`src/rtl/fetch_unit.sv`:
```
// Instruction fetch unit: IDLE/FETCH/HOLD sequencer that requests a word, holds it for the consumer and advances the PC.
// Optional macro FETCH_MISALIGN_CHK_EN: misaligned redirect targets raise sticky Fault and halt instead of being aligned.
module fetch_unit #(
  parameter logic [63:0] ResetPC = 64'h0
) (
  input  logic        CLK,
  input  logic        ResetL,
  output logic        IMemReq,
  output logic [63:0] IMemAddr,
  input  logic        IMemAck,
  input  logic [31:0] IMemData,
  output logic [31:0] InstrOut,
  output logic [1:0]  ExtCtrl,
  output logic [63:0] InstrPC,
  output logic        InstrValid,
  input  logic        InstrReady,
  input  logic        Redirect,
  input  logic [63:0] BusImm,
  output logic        Fault
);

  localparam int unsigned XLEN = 64;
  localparam int unsigned ILEN = 32;

  localparam logic [1:0] IDLE  = 2'd0;
  localparam logic [1:0] FETCH = 2'd1;
  localparam logic [1:0] HOLD  = 2'd2;
`ifdef FETCH_MISALIGN_CHK_EN
  localparam logic [1:0] HALT  = 2'd3;
`endif

  logic [1:0]      state_q, state_d;
  logic [XLEN-1:0] pc_q, pc_d;
  logic [ILEN-1:0] instr_q, instr_d;
  logic [XLEN-1:0] ipc_q, ipc_d;
  logic [1:0]      ext_q, ext_d;
  logic            req_q, req_d;
  logic            valid_q, valid_d;
  logic [XLEN-1:0] tgt_br, tgt_seq;
`ifdef FETCH_MISALIGN_CHK_EN
  logic            fault_q, fault_d;
`endif

  // Sign-extender control for an instruction word; registered alongside the word itself.
  function automatic logic [1:0] ext_decode(input logic [ILEN-1:0] w);
    logic [1:0] r;
    r = 2'b01;
    if (w[31:26] == 6'b000101) begin
      r = 2'b00;
    end else if (w[31:24] == 8'b10110100 || w[31:24] == 8'b10110101) begin
      r = 2'b11;
    end else if (w[31:21] == 11'b11111000010 || w[31:21] == 11'b11111000000) begin
      r = 2'b10;
    end
    return r;
  endfunction

  always_comb begin
    tgt_br  = ipc_q + BusImm;
    tgt_seq = ipc_q + XLEN'(4);
  end

  // Next-state and next-output logic.
  always_comb begin
    state_d = state_q;
    pc_d    = pc_q;
    instr_d = instr_q;
    ipc_d   = ipc_q;
    ext_d   = ext_q;
`ifdef FETCH_MISALIGN_CHK_EN
    fault_d = fault_q;
`endif
    case (state_q)
      IDLE: state_d = FETCH;
      FETCH: begin
        if (IMemAck) begin
          instr_d = IMemData;
          ipc_d   = pc_q;
          ext_d   = ext_decode(IMemData);
          state_d = HOLD;
        end
      end
      HOLD: begin
        if (InstrReady) begin
`ifdef FETCH_MISALIGN_CHK_EN
          if (Redirect && (tgt_br[1:0] != 2'b00)) begin
            fault_d = 1'b1;
            state_d = HALT;
          end else begin
            pc_d    = Redirect ? tgt_br : tgt_seq;
            state_d = FETCH;
          end
`else
          pc_d    = Redirect ? {tgt_br[XLEN-1:2], 2'b00} : tgt_seq;
          state_d = FETCH;
`endif
        end
      end
`ifdef FETCH_MISALIGN_CHK_EN
      HALT: state_d = HALT;
`endif
      default: state_d = IDLE;
    endcase
    req_d   = (state_d == FETCH);
    valid_d = (state_d == HOLD);
  end

  always_ff @(posedge CLK or negedge ResetL) begin
    if (!ResetL) begin
      state_q <= IDLE;
      pc_q    <= ResetPC;
      instr_q <= '0;
      ipc_q   <= '0;
      ext_q   <= 2'b01;
      req_q   <= 1'b0;
      valid_q <= 1'b0;
    end else begin
      state_q <= state_d;
      pc_q    <= pc_d;
      instr_q <= instr_d;
      ipc_q   <= ipc_d;
      ext_q   <= ext_d;
      req_q   <= req_d;
      valid_q <= valid_d;
    end
  end

`ifdef FETCH_MISALIGN_CHK_EN
  always_ff @(posedge CLK or negedge ResetL) begin
    if (!ResetL) fault_q <= 1'b0;
    else         fault_q <= fault_d;
  end
  assign Fault = fault_q;
`else
  assign Fault = 1'b0;
`endif

  assign IMemReq    = req_q;
  assign IMemAddr   = pc_q;
  assign InstrOut   = instr_q;
  assign InstrPC    = ipc_q;
  assign ExtCtrl    = ext_q;
  assign InstrValid = valid_q;

endmodule
```
`config.mk`:
```
export PLATFORM = sky130hd
export DESIGN_NAME = fetch_unit
export DESIGN_NICKNAME = d
export VERILOG_FILES = /design/src/rtl/fetch_unit.sv
export SDC_FILE = /design/constraint.sdc
export NUM_CORES = 1
export LEC_CHECK = 0
export BUFFER_PORTS_ARGS = -buffer_cell sky130_fd_sc_hd__buf_2
export CORE_ASPECT_RATIO = 0.9
export CORE_MARGIN = 2
export CORE_UTILIZATION = 50
export CTS_CLUSTER_DIAMETER = 150
export DETAILED_ROUTE_END_ITERATION = 10
export PLACE_DENSITY = 0.8
export SLEW_MARGIN = 30
export SYNTH_ARGS = -nofsm -noshare
export SYNTH_HDL_FRONTEND = slang
export SYNTH_SLANG_ARGS = --single-unit
export TNS_END_PERCENT = 10
```
`constraint.sdc`:
```
create_clock -name CLK -period 3.36 [get_ports CLK]
set_input_delay 0.84 -clock CLK [delete_from_list [all_inputs] [get_ports CLK]]
set_output_delay 0.84 -clock CLK [all_outputs]
set_load 0.01 [all_outputs]
```
==> results of run 1 <==
layout by cell type (no fill, tap or decap), types with 3 or more instances in the layout:
master	count
a211oi_1	6
a211oi_2	4
a21boi_0	4
a21o_1	21
a21oi_1	128
a22oi_1	11
a31oi_1	8
and2_1	8
and3_1	9
and4_1	8
buf_2	263
buf_4	156
clkbuf_16	17
clkinv_8	4
dfrtp_1	165
ha_1	63
inv_1	27
inv_6	5
inv_8	4
mux2_2	95
nand2_1	134
nand3_1	35
nand3b_1	3
nand4_1	35
nor2_1	86
nor2b_1	5
nor3_1	14
nor4_1	9
o211ai_1	8
o21a_1	10
o21ai_0	82
o21ai_1	21
o21bai_1	14
o22ai_1	3
o31ai_1	4
or3_1	10
xnor2_1	53
xor2_1	59
per-stage QoR:
stage / hold slack (ns) / utilization / total power [uW] / area, um2
CTS: 0.312 / 0.650 / 13800 / 14500
floorplan: 0.479 / - / 8410 / 11300
global placement: 0.462 / 0.623 / 11500 / 13900
detailed placement: 0.471 / 0.623 / 11700 / 13900
global route: 0.327 / 0.651 / 14800 / 14500
finish: 0.304 / 0.651 / 13900 / 14500
worst register-to-register path, stage by stage (launching register included):
cell	delay, ns
dfrtp_1	0.41
ha_1	0.35
a21oi_1	0.26
buf_4	0.17
a21boi_2	0.06
a41oi_2	0.25
a211oi_2	0.15
o21ai_2	0.23
a211o_1	0.23
a41oi_4	0.15
a221oi_4	0.44
o31ai_4	0.09
xnor2_1	0.14
a211oi_2	0.21
cell families after synthesis:
| logic type | after synthesis |
|---|---|
| AND/OR/NAND/NOR | 374 |
| AO/OA/AOI/OAI | 346 |
| adder cells (fa/ha/maj) | 63 |
| buffers and inverters | 89 |
| XOR/XNOR | 112 |
| other | 1 |
| flip-flops | 166 |
| multiplexers | 96 |
final cells by class:
class / count / area (um2)
clock buffers: 17 / 425
clock inverters: 15 / 171
fillers: 1841 / 7790
inverters: 27 / 101
multi-input cells: 992 / 6790
flip-flops and latches: 166 / 4160
well taps: 297 / 372
repair buffers: 421 / 2520
state kept, by name (all words and copies together) (netlist names):
name,count
state_q,2
ExtCtrl,2
IMemAddr,64
InstrPC,64
InstrOut,32
IMemReq,1
InstrValid,1
repair_timing:
action	4_1_cts	5_1_grt
setup endpoints to repair	0	13
gates resized for setup	0	6
endpoints found under the hold margin	0	0
setup buffers	0	0
hold buffers	0	0
layer usage:
| layer | vias up | track usage | share of wire |
|---|---|---|---|
| met4 | 0 | 0.119 | 0.035 |
| met1 | 5367 | 0.410 | 0.44 |
| met2 | 506 | 0.464 | 0.45 |
| met5 | - | 0 | 0 |
| met3 | 82 | 0.0560 | 0.079 |
| li1 | 5270 | - | - |
where the power goes:
part	internal [uW]	switching, uW	leakage, uW
logic	3790	4270	0.00467
clock network	1010	991	0.000292
registers	2900	901	0.00207
worst max path at each step:
stage / startpoint / end / slack, ns
5_1_grt: BusImm[2] / IMemAddr[61]$_DFFE_PN0P_ / -0.02
4_1_cts: BusImm[2] / IMemAddr[57]$_DFFE_PN0P_ / 0.07
3_3_place_gp: BusImm[2] / IMemAddr[57]$_DFFE_PN0P_ / -0.34
3_5_place_dp: BusImm[2] / IMemAddr[57]$_DFFE_PN0P_ / -0.40
6_report: BusImm[2] / IMemAddr[61]$_DFFE_PN0P_ / 0.11
2_1_floorplan: BusImm[13] / IMemAddr[57]$_DFFE_PN0P_ / 0.05
==> results.yml, run 1 <==
floorplanning:
  fp.dieW_um: 162
  die_y_um: 146
  fp-row-count: 52
  ios: 266
  core_area_mm2: 0.0223
  start_util: 0.504
  dieArea_mm2: 0.0237
job:
  cap_viol_max_count: 0
drt:
  vias: 11200
  wl_mm: 35.5
  drc_errors: 0
  routed_via_density: 5.80
  firstDrtPassIters: 5
  ant_nets: 0
  wl_per_cell_um: 18.4
  drt_iter0_drc: 847
place:
  pre_cts_ws_ns: -0.397
  dp_hpwl_mm: 27.0
  numPortBuffers: 264
  place_inst: 1903
  gp_congestion: 0.980
layout:
  final_layout_size_suffix_gt1_frac: 0.349
  diodes: 0
  nNetsFinal: 1789
  syn_to_final_growth_pct: 29.1
  instances_no_fill: 1935
logic_synthesis:
  yosysWarnings: 0
  synth_simple_gate_area_frac: 0.160
  syn_area_per_cell_um2: 9.02
  async_flop_share: 1.00
  synth_nets: 1411
  synth_compound_area_frac: 0.187
  yosys.area.top_type: "dfrtp_1"
  syn_inst: 1247
  synth.top_cells.by_count: "dfrtp_1 (165), nand2_1 (134), a21oi_1 (128)"
  yosys_register_bits: 166
  synthAdderAreaFrac: 0.0701
  yosysTopAreaCellShare: 0.367
  yosys-top-cells-area: "dfrtp_1 (37%), mux2_2 (9.5%), ha_1 (7.0%)"
  synthXorXnorAreaFrac: 0.0872
  syn_area_mm2: 0.0113
  synth_edf_count: 0
  synth.distinct_cells: 69
  synth_ff_type: "dfrtp_1"
  yosysMostFrequentCell: "dfrtp_1"
  synth_top_family_by_area: "compound AO/OA/AOI/OAI gates"
  ys_seq_area_frac: 0.369
  synthMuxAreaShare: 0.0960
critical_path:
  regToRegEndpoint: "IMemAddr[61]$_DFFE_PN0P_"
  rr_startpoint: "InstrPC[2]$_DFFE_PN0P_"
  cp.required_ns: 3.73
  crit_fanout: 4
  cp-end-kind: "flop"
  max_stage_delay_ns: 0.43
  reg2reg_slack_ns: 0.15
  crit_slowest_cell: "a221oi_4"
  crit_chain: "buf_2, ha_1, a21oi_1, buf_4, a21boi_2, a41oi_2, a211oi_2, o21ai_2, a211o_1, a41oi_4, a221oi_4, o31ai_4, xnor2_1, a211oi_2"
  cp-start-kind: "input port"
  crit_buf_inv: 2
  critPathArrivalTime_ns: 3.63
  r2r_cells: 13
  cp.depth: 14
  cp_top_family: "compound AO/OA/AOI/OAI gates"
  crit_type: "in2reg"
  crit_top_cell: "a211oi_2"
clocking:
  tritoncts: "yes"
  htree_levels: 4
  clk_pin_slew_worst_paths_ns: 0.08
  clockRootBuffer: "clkbuf_16"
  clk_path_buf_depth: 2
  clock_latency_ns: 0.45
  clock-sinks: 166
  cts-buffers-inserted: 17
timing:
  min_period_ns: 3.25
  report.final.hold_viol_count: 0
  worst_pin_slew_ns: 0.838
  period_share: 0.968
  finalMaxSlewViolations: 0
  worst_slack_ns: 0.108
  rsz0062_at_grt: "true"
  finalSetupViolCount: 0
  finClkSkew_ns: 0.0249
  slew_headroom: 0.441
  setup_tns_ns: 0
  max_freq_mhz: 307
global_route:
  grt_pass1_vias: 10900
  grt_max_degree: 82
  grt.overflow.total: 0
  antenna_found_initial: 0
  grtUsageTotal: 0.298
  grt_first_pass_wirelength_mm: 56.2
status:
  status: "completed"
pwr:
  p_leak_uw: 0.00703
  peakVddDrop_mv: 0.456
  power.density_mw_per_mm2: 953
min_path:
  hold_path.class: "in2async"
Note: power is estimated with default switching activity, not from simulation.
==> inputs of run 2 (changes only) <==
--- a/config.mk
+++ b/config.mk
@@ -8,10 +8,10 @@
 export BUFFER_PORTS_ARGS = -buffer_cell sky130_fd_sc_hd__buf_2
 export CORE_ASPECT_RATIO = 0.9
 export CORE_MARGIN = 2
-export CORE_UTILIZATION = 50
+export CORE_UTILIZATION = 55
 export CTS_CLUSTER_DIAMETER = 150
 export DETAILED_ROUTE_END_ITERATION = 10
-export PLACE_DENSITY = 0.8
+export PLACE_DENSITY = 0.86
 export SLEW_MARGIN = 30
 export SYNTH_ARGS = -nofsm -noshare
 export SYNTH_HDL_FRONTEND = slang
==> results.yml, run 2 (synthesized netlist as in run 1, its figures left out) <==
floorplanning:
  ios: 266
  fp-row-count: 49
  start_util: 0.561
  core_area_mm2: 0.0200
  fp.dieW_um: 155
  die_y_um: 140
  dieArea_mm2: 0.0216
layout:
  diodes: 0
  final_core_util: 0.720
  final_layout_size_suffix_gt1_frac: 0.345
  most-common-layout-cells: "buf_2 (263), dfrtp_1 (165), buf_4 (146)"
  syn_to_final_growth_pct: 28.3
  mostFrequentLayoutCell: "buf_2"
  instances_no_fill: 1884
  nNetsFinal: 1780
clocking:
  clock-sinks: 166
  tritoncts: "yes"
  clk_path_buf_depth: 2
  cts-buffers-inserted: 17
  clockRootBuffer: "clkbuf_16"
  clock_latency_ns: 0.45
  clk_pin_slew_worst_paths_ns: 0.08
  htree_levels: 4
pwr:
  peakVddDrop_mv: 0.694
  power.density_mw_per_mm2: 962
  p_leak_uw: 0.00700
  p_total_uw: 13900
drt:
  routed_via_density: 5.93
  drt_iter0_drc: 972
  wl_per_cell_um: 19.1
  drc_errors: 0
  ant_nets: 0
  firstDrtPassIters: 6
  vias: 11200
  wl_mm: 36.1
timing:
  rsz0062_at_grt: "true"
  setup_tns_ns: 0
  finalSetupViolCount: 0
  min_period_ns: 3.26
  worst_pin_slew_ns: 0.664
  finalMaxSlewViolations: 0
  max_freq_mhz: 306
  finClkSkew_ns: 0.0240
  slew_headroom: 0.553
  whs_ns: 0.358
  period_share: 0.971
  report.final.hold_viol_count: 0
critical_path:
  cp-start-kind: "input port"
  reg2reg_slack_ns: 0.11
  cp-end-kind: "flop"
  worstSetupStartpoint: "BusImm[2]"
  critPathArrivalTime_ns: 3.60
  crit_fanout: 4
  cp.required_ns: 3.70
  crit_type: "in2reg"
  rr_startpoint: "InstrPC[12]$_DFFE_PN0P_"
global_route:
  grt_pass1_vias: 10900
  grtUsageTotal: 0.329
  grt_max_degree: 82
  antenna_found_initial: 0
  grt.overflow.total: 0
  grt_first_pass_wirelength_mm: 56.9
status:
  status: "completed"
min_path:
  hold_path.class: "in2async"
job:
  cap_viol_max_count: 0
place:
  numPortBuffers: 264
  place_inst: 1852
  dp_hpwl_mm: 27.2
  gp_congestion: 0.981
-- run 2: stage by stage --
step	instance area (um2)	worst slack, ns
floorplan	11300	0.0500
finish	14400	0.0969
detailed placement	13800	-0.373
global route	14400	-0.0730
CTS	14400	0.0720
global placement	13800	-0.304
-- run 2: final timing paths --
kind	depth (start not counted)	endpoint
max reg2reg	11	IMemAddr[57]$_DFFE_PN0P_
max in group asynchronous	2	ExtCtrl[0]$_DFFE_PN1P_
min	1	InstrOut[18]$_DFFE_PN0P_
min reg2reg	2	ExtCtrl[0]$_DFFE_PN1P_
min in group CLK	2	ExtCtrl[0]$_DFFE_PN1P_
max	13	IMemAddr[57]$_DFFE_PN0P_
-- run 2: power breakdown --
| group | internal, uW | switching [uW] |
|---|---|---|
| sequential | 2900 | 898 |
| combinational | 3750 | 4330 |
| clock | 1010 | 997 |
| total | 7660 | 6220 |
-- run 2: area by class of cell --
| cell class | count | area [um2] |
|---|---|---|
| Fill cell | 1538 | 5620 |
| Sequential cell | 166 | 4160 |
| Multi-Input combinational cell | 992 | 6780 |
| Clock buffer | 17 | 425 |
| Timing Repair Buffer | 412 | 2460 |
| Clock inverter | 15 | 184 |
| Inverter | 27 | 101 |
| Tap cell | 255 | 319 |
-- run 2: layer usage --
metal  up-vias  wire length (um)  GRT usage  part of all wire
met5         -                 0          0                 0
met4         0               839      0.103             0.023
met3        73              3030     0.0710             0.084
met2       541             16800      0.531              0.46
met1      5324             15400      0.444              0.43
li1       5235                 -          -                 -
-- run 2: worst max-delay path, stage by stage --
cell and delay, ns:
buf_2 0.10, ha_1 0.34, nand4_2 0.15, a21boi_2 0.21, a41oi_2 0.19, a211oi_2 0.35
o21ai_2 0.14, a211o_1 0.34, a41oi_4 0.26, a221oi_4 0.14, or3_1 0.33, a21oi_1 0.16
nor2_1 0.05
-- run 2: repair_timing --
| item | in CTS | in global routing |
|---|---|---|
| hold buffers | 0 | 0 |
| buffers inserted | 0 | 0 |
| endpoints found under the setup margin | 0 | 11 |
| resized for setup | 0 | 5 |
==> inputs of run 3 (changes only) <==
--- a/config.mk
+++ b/config.mk
@@ -12,6 +12,7 @@
 export CTS_CLUSTER_DIAMETER = 150
 export DETAILED_ROUTE_END_ITERATION = 10
 export PLACE_DENSITY = 0.86
+export SETUP_SLACK_MARGIN = 0.5
 export SLEW_MARGIN = 30
 export SYNTH_ARGS = -nofsm -noshare
 export SYNTH_HDL_FRONTEND = slang
==> results.yml, run 3 (synthesized netlist as in run 1, its figures left out) <==
status:
  status: "completed"
global_route:
  grt_first_pass_wirelength_mm: 57.1
  grt_pass1_vias: 11200
  grt.overflow.total: 0
  grtUsageTotal: 0.332
  grt_max_degree: 109
  antenna_found_initial: 3
layout:
  most-common-layout-cells: "buf_2 (263), dfrtp_1 (159), buf_4 (155)"
  fillCellCount: 1431
  instances_no_fill: 1897
  nNetsFinal: 1792
  final_layout_size_suffix_gt1_frac: 0.392
  syn_to_final_growth_pct: 34.0
  mostFrequentLayoutCell: "buf_2"
drt:
  vias: 11400
  wl_per_cell_um: 19.3
  drc_errors: 0
  drt_iter0_drc: 985
  firstDrtPassIters: 6
  ant_nets: 0
  wl_mm: 36.7
  routed_via_density: 5.99
job:
  cap_viol_max_count: 0
timing:
  whs_ns: 0.433
  period_share: 0.915
  slew_headroom: 0.503
  min_period_ns: 3.08
  report.final.hold_viol_count: 0
  finalSetupViolCount: 0
  finClkSkew_ns: 0.0125
  finalMaxSlewViolations: 0
  max_freq_mhz: 325
  rsz0062_at_grt: "true"
  worst_slack_ns: 0.284
  worst_pin_slew_ns: 0.745
clocking:
  clock-sinks: 166
  clk_pin_slew_worst_paths_ns: 0.08
  tritoncts: "yes"
  clock_latency_ns: 0.44
  cts-buffers-inserted: 17
  cts_hold_buf: 0
  clk_path_buf_depth: 2
  clockRootBuffer: "clkbuf_16"
  htree_levels: 4
floorplanning:
  start_util: 0.561
  dieArea_mm2: 0.0216
  core_area_mm2: 0.0200
  fp-row-count: 49
  fp.dieW_um: 155
  ios: 266
  die_y_um: 140
place:
  numPortBuffers: 264
  pre_cts_ws_ns: -0.252
  place_inst: 1854
  dp_hpwl_mm: 26.9
  gp_congestion: 0.966
critical_path:
  crit_buf_inv: 2
  cp-start-kind: "input port"
  cp.required_ns: 3.69
  crit_type: "in2reg"
  crit_chain: "buf_2, ha_4, a21o_1, a21oi_1, o21ai_0, a211o_1, o21ai_2, a211o_1, a41oi_4, a221oi_4, buf_4, o211ai_1, a21oi_1, nor2_1"
  max_stage_delay_ns: 0.40
  cp_top_family: "compound AO/OA/AOI/OAI gates"
  critPathArrivalTime_ns: 3.41
  crit_fanout: 3
  crit_slowest_cell: "a221oi_4"
  cp-end-kind: "flop"
pwr:
  power.density_mw_per_mm2: 966
  peakVddDrop_mv: 0.528
  p_leak_uw: 0.00712
min_path:
  hold_path.class: "in2async"
-- run 3: where the power goes --
group	total [uW]	switching (uW)	internal [uW]
registers	3880	983	2900
clock network	2060	965	1090
logic	8630	4550	4080
total	14600	6500	8070
-- run 3: layout make-up --
class                      instances  area [um2]  area share
tap                              255         319      0.0212
timing repair buffer             424        2560       0.170
multi-input combinational        992        7320       0.485
inverter                          27         101     0.00672
sequential                       166        4160       0.276
antenna                            1        2.50    0.000166
clock inverter                    14         178      0.0118
clock buffer                      18         439      0.0291
-- run 3: worst reg2reg max path, stage by stage, from the launching register on --
cell     delay [ns]
dfrtp_1        0.49
ha_4           0.31
a21oi_1        0.17
nor2_1         0.07
or3_1          0.42
o21ai_2        0.20
nand4_1        0.15
nand3_2        0.14
o31ai_4        0.11
a31oi_4        0.23
nor2_1         0.10
or4_1          0.52
nand3_1        0.11
-- run 3: path summary, 6_finish.rpt --
kind / slack, ns / from / cells after the start / to
max: 0.28 / BusImm[12] / 14 / IMemAddr[57]$_DFFE_PN0P_
min: 0.43 / ResetL / 2 / ExtCtrl[1]$_DFFE_PN0P_
max reg2reg: 0.30 / InstrPC[7]$_DFFE_PN0P_ / 12 / IMemAddr[63]$_DFFE_PN0P_
min reg2reg: 0.48 / ExtCtrl[1]$_DFFE_PN0P_ / 2 / ExtCtrl[1]$_DFFE_PN0P_
max in group asynchronous: 2.26 / ResetL / 2 / InstrPC[22]$_DFFE_PN0P_
min in group CLK: 0.48 / ExtCtrl[1]$_DFFE_PN0P_ / 2 / ExtCtrl[1]$_DFFE_PN0P_
-- run 3: timing repair --
action / CTS / global route
endpoints found under the setup margin: 24 / 38
setup buffers: 3 / 7
resized for setup: 30 / 49
pin swaps: 14 / 19
gates cloned: 0 / 0
-- run 3: through the flow --
step	setup TNS, ns	utilization	power [uW]	instance area, um2
floorplan	0	-	8530	11400
global placement	-1.45	0.696	11600	13900
detailed placement	-2.36	0.696	11800	13900
CTS	0	0.736	14100	14800
global route	0	0.752	15500	15100
finish	0	0.752	14600	15100
-- run 3: per-layer routing --
metal	vias to the layer above	global-route usage	share of wire
met5	-	0	0.00035
met4	2	0.124	0.037
met3	105	0.0878	0.088
met2	570	0.518	0.45
met1	5420	0.446	0.42
li1	5272	-	-
